**config.mk**
```make
export PLATFORM = sky130hd
export DESIGN_NAME = mdu_hilo
export DESIGN_NICKNAME = d
export VERILOG_FILES = /design/src/rtl/mdu_hilo.sv
export SDC_FILE = /design/constraint.sdc
export NUM_CORES = 1
export LEC_CHECK = 0
export BUFFER_PORTS_ARGS = -buffer_cell sky130_fd_sc_hd__buf_2
export CORE_ASPECT_RATIO = 1.75
export CORE_UTILIZATION = 35
export DETAILED_ROUTE_END_ITERATION = 8
export SLEW_MARGIN = 10
export SYNTH_ARGS = -nofsm -noshare
export SYNTH_HDL_FRONTEND = slang
export SYNTH_SLANG_ARGS = --single-unit
```
**constraint.sdc**
```tcl
create_clock -name clk -period 3.7 [get_ports clk]
set_input_delay 0.185 -clock clk [delete_from_list [all_inputs] [get_ports clk]]
set_output_delay 0.185 -clock clk [all_outputs]
set_load 0.02 [all_outputs]
```
**src/rtl/mdu_hilo.sv**
```systemverilog
// ============================================================================
// mdu_hilo : iterative MULT/MULTU/DIV/DIVU unit owning the HI/LO registers.
// Optional MDU_DIV0_FLAG_EN adds oDivZero. Revision: 1.0
// ============================================================================
`default_nettype none

module mdu_hilo #(
  parameter int WIDTH = 32
) (
  input  logic             clk,
  input  logic             rst,
  input  logic             iStart,
  input  logic [1:0]       iOp,
  input  logic [WIDTH-1:0] iA,
  input  logic [WIDTH-1:0] iB,
  input  logic             iHiWe,
  input  logic             iLoWe,
  input  logic [WIDTH-1:0] iWData,
  output logic             oBusy,
  output logic             oDone,
  output logic [WIDTH-1:0] oHi,
  output logic [WIDTH-1:0] oLo
`ifdef MDU_DIV0_FLAG_EN
  ,
  output logic             oDivZero
`endif
);

  localparam int CW = $clog2(WIDTH);

  typedef enum logic [1:0] {
    IDLE = 2'd0,
    PREP = 2'd1,
    RUN  = 2'd2,
    FIX  = 2'd3
  } state_t;

  state_t             state, state_next;
  logic [1:0]         op;
  logic [WIDTH-1:0]   a_in, b_in, opnd;
  logic [2*WIDTH-1:0] acc;
  logic [CW-1:0]      cnt;
  logic               neg_lo, neg_hi;

  logic               is_div, is_signed, a_neg, b_neg, div_zero;
  logic [WIDTH-1:0]   mag_a, mag_b, quo, rem, fix_hi, fix_lo;
  logic [WIDTH:0]     mul_sum, div_shift;
  logic [WIDTH+1:0]   div_diff;
  logic [2*WIDTH-1:0] prod;

  always_ff @(posedge clk) begin
    if (rst) state <= IDLE;
    else     state <= state_next;
  end

  always_comb begin
    state_next = state;
    case (state)
      IDLE:    if (iStart) state_next = PREP;
      PREP:    state_next = RUN;
      RUN:     if (cnt == CW'(WIDTH-1)) state_next = FIX;
      FIX:     state_next = IDLE;
      default: state_next = IDLE;
    endcase
  end

  always_comb begin
    is_div    = op[1];
    is_signed = ~op[0];
    a_neg     = is_signed & a_in[WIDTH-1];
    b_neg     = is_signed & b_in[WIDTH-1];
    mag_a     = a_neg ? -a_in : a_in;
    mag_b     = b_neg ? -b_in : b_in;
    div_zero  = is_div & (b_in == '0);
    // multiply: acc = {partial product, remaining multiplier bits}
    mul_sum   = {1'b0, acc[2*WIDTH-1:WIDTH]} + {1'b0, opnd};
    // divide: acc = {remainder, unconsumed dividend / growing quotient}
    div_shift = {acc[2*WIDTH-1:WIDTH], acc[WIDTH-1]};
    div_diff  = {1'b0, div_shift} - {2'b00, opnd};
    prod      = neg_lo ? -acc : acc;
    quo       = neg_lo ? -acc[WIDTH-1:0] : acc[WIDTH-1:0];
    rem       = neg_hi ? -acc[2*WIDTH-1:WIDTH] : acc[2*WIDTH-1:WIDTH];
    if (!is_div) begin
      fix_hi = prod[2*WIDTH-1:WIDTH];
      fix_lo = prod[WIDTH-1:0];
    end else if (div_zero) begin
      fix_hi = a_in;
      fix_lo = '1;
    end else begin
      fix_hi = rem;
      fix_lo = quo;
    end
  end

  always_ff @(posedge clk) begin
    if (rst) begin
      op     <= '0;
      a_in   <= '0;
      b_in   <= '0;
      opnd   <= '0;
      acc    <= '0;
      cnt    <= '0;
      neg_lo <= 1'b0;
      neg_hi <= 1'b0;
      oBusy  <= 1'b0;
      oDone  <= 1'b0;
      oHi    <= '0;
      oLo    <= '0;
    end else begin
      oDone <= 1'b0;
      case (state)
        IDLE: begin
          if (iHiWe) oHi <= iWData;
          if (iLoWe) oLo <= iWData;
          if (iStart) begin
            op    <= iOp;
            a_in  <= iA;
            b_in  <= iB;
            oBusy <= 1'b1;
          end
        end
        PREP: begin
          cnt    <= '0;
          neg_lo <= a_neg ^ b_neg;
          neg_hi <= a_neg;
          opnd   <= is_div ? mag_b : mag_a;
          acc    <= {{WIDTH{1'b0}}, (is_div ? mag_a : mag_b)};
        end
        RUN: begin
          cnt <= cnt + 1'b1;
          if (is_div) begin
            if (!div_diff[WIDTH+1])
              acc <= {div_diff[WIDTH-1:0], acc[WIDTH-2:0], 1'b1};
            else
              acc <= {div_shift[WIDTH-1:0], acc[WIDTH-2:0], 1'b0};
          end else if (acc[0]) begin
            acc <= {mul_sum, acc[WIDTH-1:1]};
          end else begin
            acc <= {1'b0, acc[2*WIDTH-1:1]};
          end
        end
        FIX: begin
          oHi   <= fix_hi;
          oLo   <= fix_lo;
          oBusy <= 1'b0;
          oDone <= 1'b1;
        end
        default: ;
      endcase
    end
  end

`ifdef MDU_DIV0_FLAG_EN
  always_ff @(posedge clk) begin
    if (rst)               oDivZero <= 1'b0;
    else if (state == FIX) oDivZero <= div_zero;
    else                   oDivZero <= 1'b0;
  end
`endif

endmodule

`default_nettype wire

```
==> results of run 1 <==
-- layer usage --
layer,up-vias,global-route usage
met5,-,0
met4,0,0.277
met3,288,0.0330
met2,818,0.544
met1,9243,0.301
li1,9010,-
-- worst min path at each step --
| stage | slack [ns] | endpoint |
|---|---|---|
| final | 0.004 | oHi[13] |
| after global routing | 0.03 | oHi[5] |
| after detailed placement | 0.43 | b_in[11] |
| after CTS | 0.0003 | oHi[13] |
| after global placement | 0.43 | a_in[14] |
| after floorplan | 0.32 | b_in[14] |
-- layout by cell type (no fill, tap or decap), types with 42 or more instances in the layout --
master,count
nand2_1,338
a21oi_1,261
dfxtp_1,235
nor2_1,207
buf_2,167
o21ai_0,131
buf_4,122
xnor2_1,115
xor2_1,80
dlygate4sd3_1,78
inv_1,77
ha_1,72
mux2i_1,60
a211oi_1,44
o211ai_1,43
nor3_1,42
-- stage by stage --
stage          area, µm²   util  setup TNS [ns]
6_report           21500  0.426               0
5_1_grt            21500  0.426               0
4_1_cts            21400  0.425               0
3_5_place_dp       19800  0.393          -0.153
3_3_place_gp       19800  0.393          -0.175
2_1_floorplan      17800      -               0
-- worst register-to-register path: stages, from the launching register on --
cell	delay [ns]
dfxtp_1	0.39
or4_1	0.60
or4_1	0.49
nand4bb_1	0.38
or2_4	0.43
o21ai_0	0.26
xor2_1	0.27
o2111ai_2	0.22
buf_4	0.22
o211ai_1	0.10
a21oi_1	0.10
-- cell families after synthesis --
group	Yosys count
and+or+nand+nor	789
AOI/OAI and AO/OA	736
buffers and inverters	267
DFF	237
xor gates and xnor gates	195
muxes	88
adders and majority gates	76
-- power by group --
group | internal (mW) | total, mW | switching, mW
Clock | 1.37 | 2.60 | 1.23
Combinational | 3.46 | 9.28 | 5.82
Sequential | 3.08 | 3.68 | 0.600
Total | 7.91 | 15.6 | 7.65
-- timing repair --
action,in CTS,in global routing
hold buffers,78,0
hold endpoints to repair,88,0
gates resized for setup,3,8
gates cloned,0,0
pin swaps,0,1
setup endpoints to repair,1,25
setup buffers,0,1
-- registers in the layout, summed over array words and instances (netlist names) --
| signal | flops |
|---|---|
| state | 2 |
| oHi | 32 |
| neg_hi | 1 |
| op | 2 |
| b_in | 32 |
| oDone | 1 |
| cnt | 5 |
| neg_lo | 1 |
| opnd | 32 |
| oLo | 32 |
| oBusy | 1 |
| a_in | 32 |
| acc | 64 |
-- cell type report --
cell class              count  area share
diodes                      1    0.000116
clock buffers              28      0.0306
clock inverters            18     0.00693
inverters                  78      0.0136
multi-input cells        1884       0.565
flip-flops and latches    237       0.221
well taps                 666      0.0388
repair buffers            374       0.124
==> out/qor.yml, run 1 <==
cts_buffers: 25
async_flop_share: 0
multiInputGateArea_um2: 12100
worstMarginPinSlew_ns: 1.20
r2r-end: "oHi[3]"
cp.arrival_ns: 4.02
die-area_um2: 51900
yosysSeqAreaShare: 0.266
cts_tree: "yes"
route.detailed.drc: 0
grt_max_degree: 127
wl_met3_mm: 4.22
grt_pass1_wl_mm: 118
timing.final.max_slew_violations: 0
status: "completed"
wl_met2_mm: 40.2
path_cells: "or4_1 -> or4_1 -> nand4bb_1 -> or2_4 -> o21ai_0 -> xor2_1 -> o2111ai_2 -> buf_4 -> o211ai_1 -> a21oi_1"
yosysMostFrequentCell: "nand2_1"
grt_overflow_total: 0
pre_cts_slack_ns: -0.153
dr.pass1.iters: 5
rows: 109
place_congestion: 1.04
clk_latency_ns: 0.58
min_from: "iWData[13]"
grt_usage: 0.300
p_per_area_nw_per_um2: 724
ios: 169
synth.top_cell.area_share: 0.266
htree_num_levels: 1
hold_path_class: "input port to flop"
reg2reg_slack_ns: 0.11
setup_ws_ns: 0.105
whs_ns: 0.00376
synth_compound_area_frac: 0.263
dp.cells: 3160
critPathMaxFanout: 19
start_kind: "flop"
routed.top_layer: "met4"
wl_met1_mm: 27.4
num_vias: 19359
cts_sinks: 237
leakagePower_nw: 9.02
critPathRequiredTime_ns: 4.13
slew_headroom: 0.201
cp_num_buf_inv: 1
hold_path_depth: 3
finalSetupViolations: 0
syn-num-nets: 2567
maxCapViolations: 0
dp.final_hpwl_mm: 61.2
clk_pin_slew_ns: 0.07
nets: 2779
ys_seq_elements: 237
fmax_mhz: 278
critPathKind: "flop to flop"
cts.path.max_buffers: 3
drtIter0Drc: 1309
yosysWarnings: 0
seqCellArea_um2: 4750
final_cells: 3286
wl_per_cell_um: 24.3
netlist_top_cells_area: "dfxtp_1 27%, a21oi_1 7.4%, nand2_1 7.1%"
crit_path_frequent_cell: "or4_1"
startpoint: "acc[17]"
synth_area_um2: 17800
vias_per_cell: 5.89
yosysTopAreaCell: "dfxtp_1"
fin_total_pwr_mw: 15.6
crit_family: "simple AND/OR/NAND/NOR gates"
ys_top_cells_by_count: "339 x nand2_1, 263 x a21oi_1, 237 x dfxtp_1"
synth_top_family_by_area: "compound AO/OA/AOI/OAI gates"
synthAdderAreaFrac: 0.0542
start_util: 0.353
ys_types: 84
synth_simple_gate_area_share: 0.201
fill_cells: 5171
crit_slowest_cell: "or4_1"
synth_edf_count: 0
finalWirelength_mm: 80.0
ff2ff_path_depth: 10
finalCriticalPeriod_ns: 3.59
cts_root_buf: "clkbuf_16"
cp_num_cells: 10
rsz0062_at_grt: "no"
fp.coreArea_um2: 50500
ys.flop_type: "dfxtp_1"
clock_skew_ns: 0.0245
synthMuxAreaShare: 0.0621
reg2reg_from: "acc[17]"
hold_violations: 0
synth.avg_cell_area_um2: 7.46
peakVddDrop_uv: 542
die_w_um: 173
syn_to_final_growth_pct: 20.6
period_share: 0.972
endpoint: "oHi[3]"
antenna_found_initial: 0
die_h_um: 301
max_stage_delay_ns: 0.60
drive_above_1_share: 0.159
end_kind: "flop"
portBuffers: 168
netlist_instances: 2388
grt_pass1_vias: 19049
postRouteAntennaNets: 0
synth_xor_area_frac: 0.0958
Note: power is estimated with default switching activity, not from simulation.
==> run 2, diff against run 1 <==
--- a/config.mk
+++ b/config.mk
@@ -5,6 +5,7 @@
 export SDC_FILE = /design/constraint.sdc
 export NUM_CORES = 1
 export LEC_CHECK = 0
+export ABC_AREA = 1
 export BUFFER_PORTS_ARGS = -buffer_cell sky130_fd_sc_hd__buf_2
 export CORE_ASPECT_RATIO = 1.75
 export CORE_UTILIZATION = 35
==> run 2 against run 1 <==
  * Fmax rose by 14%
  * Setup slack improved by 0.43 ns
  * Clock-buffer cell count rose by 7
  * Largest cell class unchanged
==> out/qor.yml, run 2 <==
postPlaceCellArea_um2: 22900
worstMarginPinSlew_ns: 1.01
fin_tns_setup_ns: 0
postRouteAntennaNets: 0
clk_pin_slew_ns: 0.07
critPathMaxFanout: 9
ios: 169
async_flop_share: 0
synth_edf_count: 0
dr.pass1.iters: 6
synth_top_family_by_area: "simple AND/OR/NAND/NOR gates"
synth_compound_area_frac: 0.198
finalWirelength_mm: 114
yosysSeqAreaShare: 0.223
start_util: 0.353
hold_path_class: "input port to flop"
netlist_top_cells_area: "dfxtp_1 22%, nand2_1 18%, nand3_1 9.5%"
synthMuxAreaShare: 0
drive_above_1_share: 0.0828
critPathRequiredTime_ns: 4.22
largest_reg_flops: 64
peakVddDrop_uv: 517
maxCapViolations: 0
yosysWarnings: 0
netlist_instances: 3732
synth.avg_cell_area_um2: 5.70
synth_simple_gate_area_share: 0.373
start_kind: "flop"
layout_common_cells: "993 x nand2_1, 474 x inv_1, 404 x nand3_1"
fmax_mhz: 316
ys_seq_elements: 237
period_share: 0.855
syn_to_final_growth_pct: 15.9
cts_sinks: 237
fp.coreArea_um2: 60200
htree_num_levels: 1
grt_pass1_vias: 25212
yosysTopAreaCell: "dfxtp_1"
clk_latency_ns: 0.59
slew_headroom: 0.328
synth.top_cell.area_share: 0.223
finalSetupViolations: 0
ys_types: 50
num_vias: 26167
ys.flop_type: "dfxtp_1"
vias_per_cell: 5.55
synth_area_um2: 21300
synth_xor_area_frac: 0.0412
cts-resized-gates: 0
portBuffers: 168
cts_root_buf: "clkbuf_16"
finalCriticalPeriod_ns: 3.16
status: "completed"
die_w_um: 188
antenna_found_initial: 7
yosysMostFrequentCell: "nand2_1"
grt_overflow_total: 0
die_h_um: 328
fill_cells: 6727
grt_usage: 0.362
leakagePower_nw: 11.8
hold_violations: 0
route.detailed.drc: 0
clock_skew_ns: 0.0221
place_congestion: 1.08
cts_buffers: 26
cts_tree: "yes"
ys_top_cells_by_count: "994 x nand2_1, 474 x inv_1, 404 x nand3_1"
grt_pass1_wl_mm: 163
critPathKind: "flop to flop"
cp.arrival_ns: 3.68
drtIter0Drc: 2346
syn-num-nets: 3911
cts.path.max_buffers: 3
end_kind: "flop"
die-area_um2: 61800
wl_per_cell_um: 24.1
nets: 4086
regMostFlops: "acc"
stdcell_area_um2: 24600
timing.final.max_slew_violations: 0
grt_max_degree: 175
dp.final_hpwl_mm: 88.7
p_per_area_nw_per_um2: 828
whs_ns: 0.0108
rows: 119
layout_commonest_cell: "nand2_1"
synthAdderAreaFrac: 0.0454
rsz0062_at_grt: "no"
run 2: cell types whose count changed after synthesis, moves of 109 or more:
cell / previous run / this run
nand2_1: 339 / 994
inv_1: 77 / 474
nand3_1: 35 / 404
o21ai_0: 131 / 275
nor2_1: 208 / 336
a21oi_1: 263 / 390
xnor2_1: 115 / 6
run 2: area by class of cell:
type | count | area, µm² | area share
inverters | 486 | 1830 | 0.0742
diodes | 2 | 5.00 | 0.000203
clock inverters | 10 | 120 | 0.00487
flip-flops and latches | 237 | 4750 | 0.193
multi-input cells | 2836 | 14000 | 0.568
clock buffers | 35 | 706 | 0.0286
well taps | 786 | 983 | 0.0399
repair buffers | 320 | 2250 | 0.0915
run 2: path summary, 6_finish.rpt:
path                            startpoint       to  slack, ns  cells after the start
worst max register to register     acc[32]  acc[41]       0.54                     13
worst min register to register      cnt[4]   cnt[4]       0.48                      2
worst min-delay path                iOp[0]    op[0]       0.01                      3
worst max-delay path               acc[32]  acc[41]       0.54                     13
run 2: what timing repair did:
item                                   CTS  global route
buffers inserted                         0             0
endpoints found under the hold margin  119             0
hold buffers                            94             0
run 2: cells by family after synthesis:
logic type,count (synthesis)
XOR/XNOR,100
AO/OA/AOI/OAI,788
adder cells (fa/ha/maj),76
buffers and inverters,659
AND/OR/NAND/NOR,1872
flip-flops,237
run 2: metal layers:
layer,routed length (µm),up-vias,GRT usage
met5,50,-,0
met4,14500,8,0.385
met3,7180,467,0.0603
met2,54400,1160,0.634
met1,37500,12007,0.347
li1,-,12525,-
run 2: metrics by stage:
stage / instances / total power, mW / setup WS, ns / util
after floorplan: 3732 / 12.3 / 1.57 / -
after global placement: 4571 / 17.1 / 0.632 / 0.380
after detailed placement: 4571 / 17.1 / 0.591 / 0.380
after CTS: 4710 / 19.9 / 0.582 / 0.410
after global routing: 4710 / 21.5 / 0.352 / 0.410
final: 4712 / 20.4 / 0.538 / 0.410
run 2: critical path, stage by stage (launching register included):
cell and delay, ns:
dfxtp_1 0.58, ha_1 0.44, inv_1 0.10, fa_1 0.36, inv_1 0.12, nand2_1 0.07
nand3_1 0.16, nand2_1 0.07, nand2_1 0.15, or2_2 0.13, nand3_1 0.06, a21oi_1 0.52
nand3_1 0.15, a21oi_1 0.16
run 2: where the power goes:
| part | total [mW] | leakage (nW) | internal, mW | switching (mW) |
|---|---|---|---|---|
| combinational | 13.6 | 9.50 | 3.57 | 10.0 |
| sequential | 4.05 | 1.95 | 3.27 | 0.780 |
| clock | 2.75 | 0.397 | 1.49 | 1.27 |
| total | 20.4 | 11.8 | 8.32 | 12.1 |
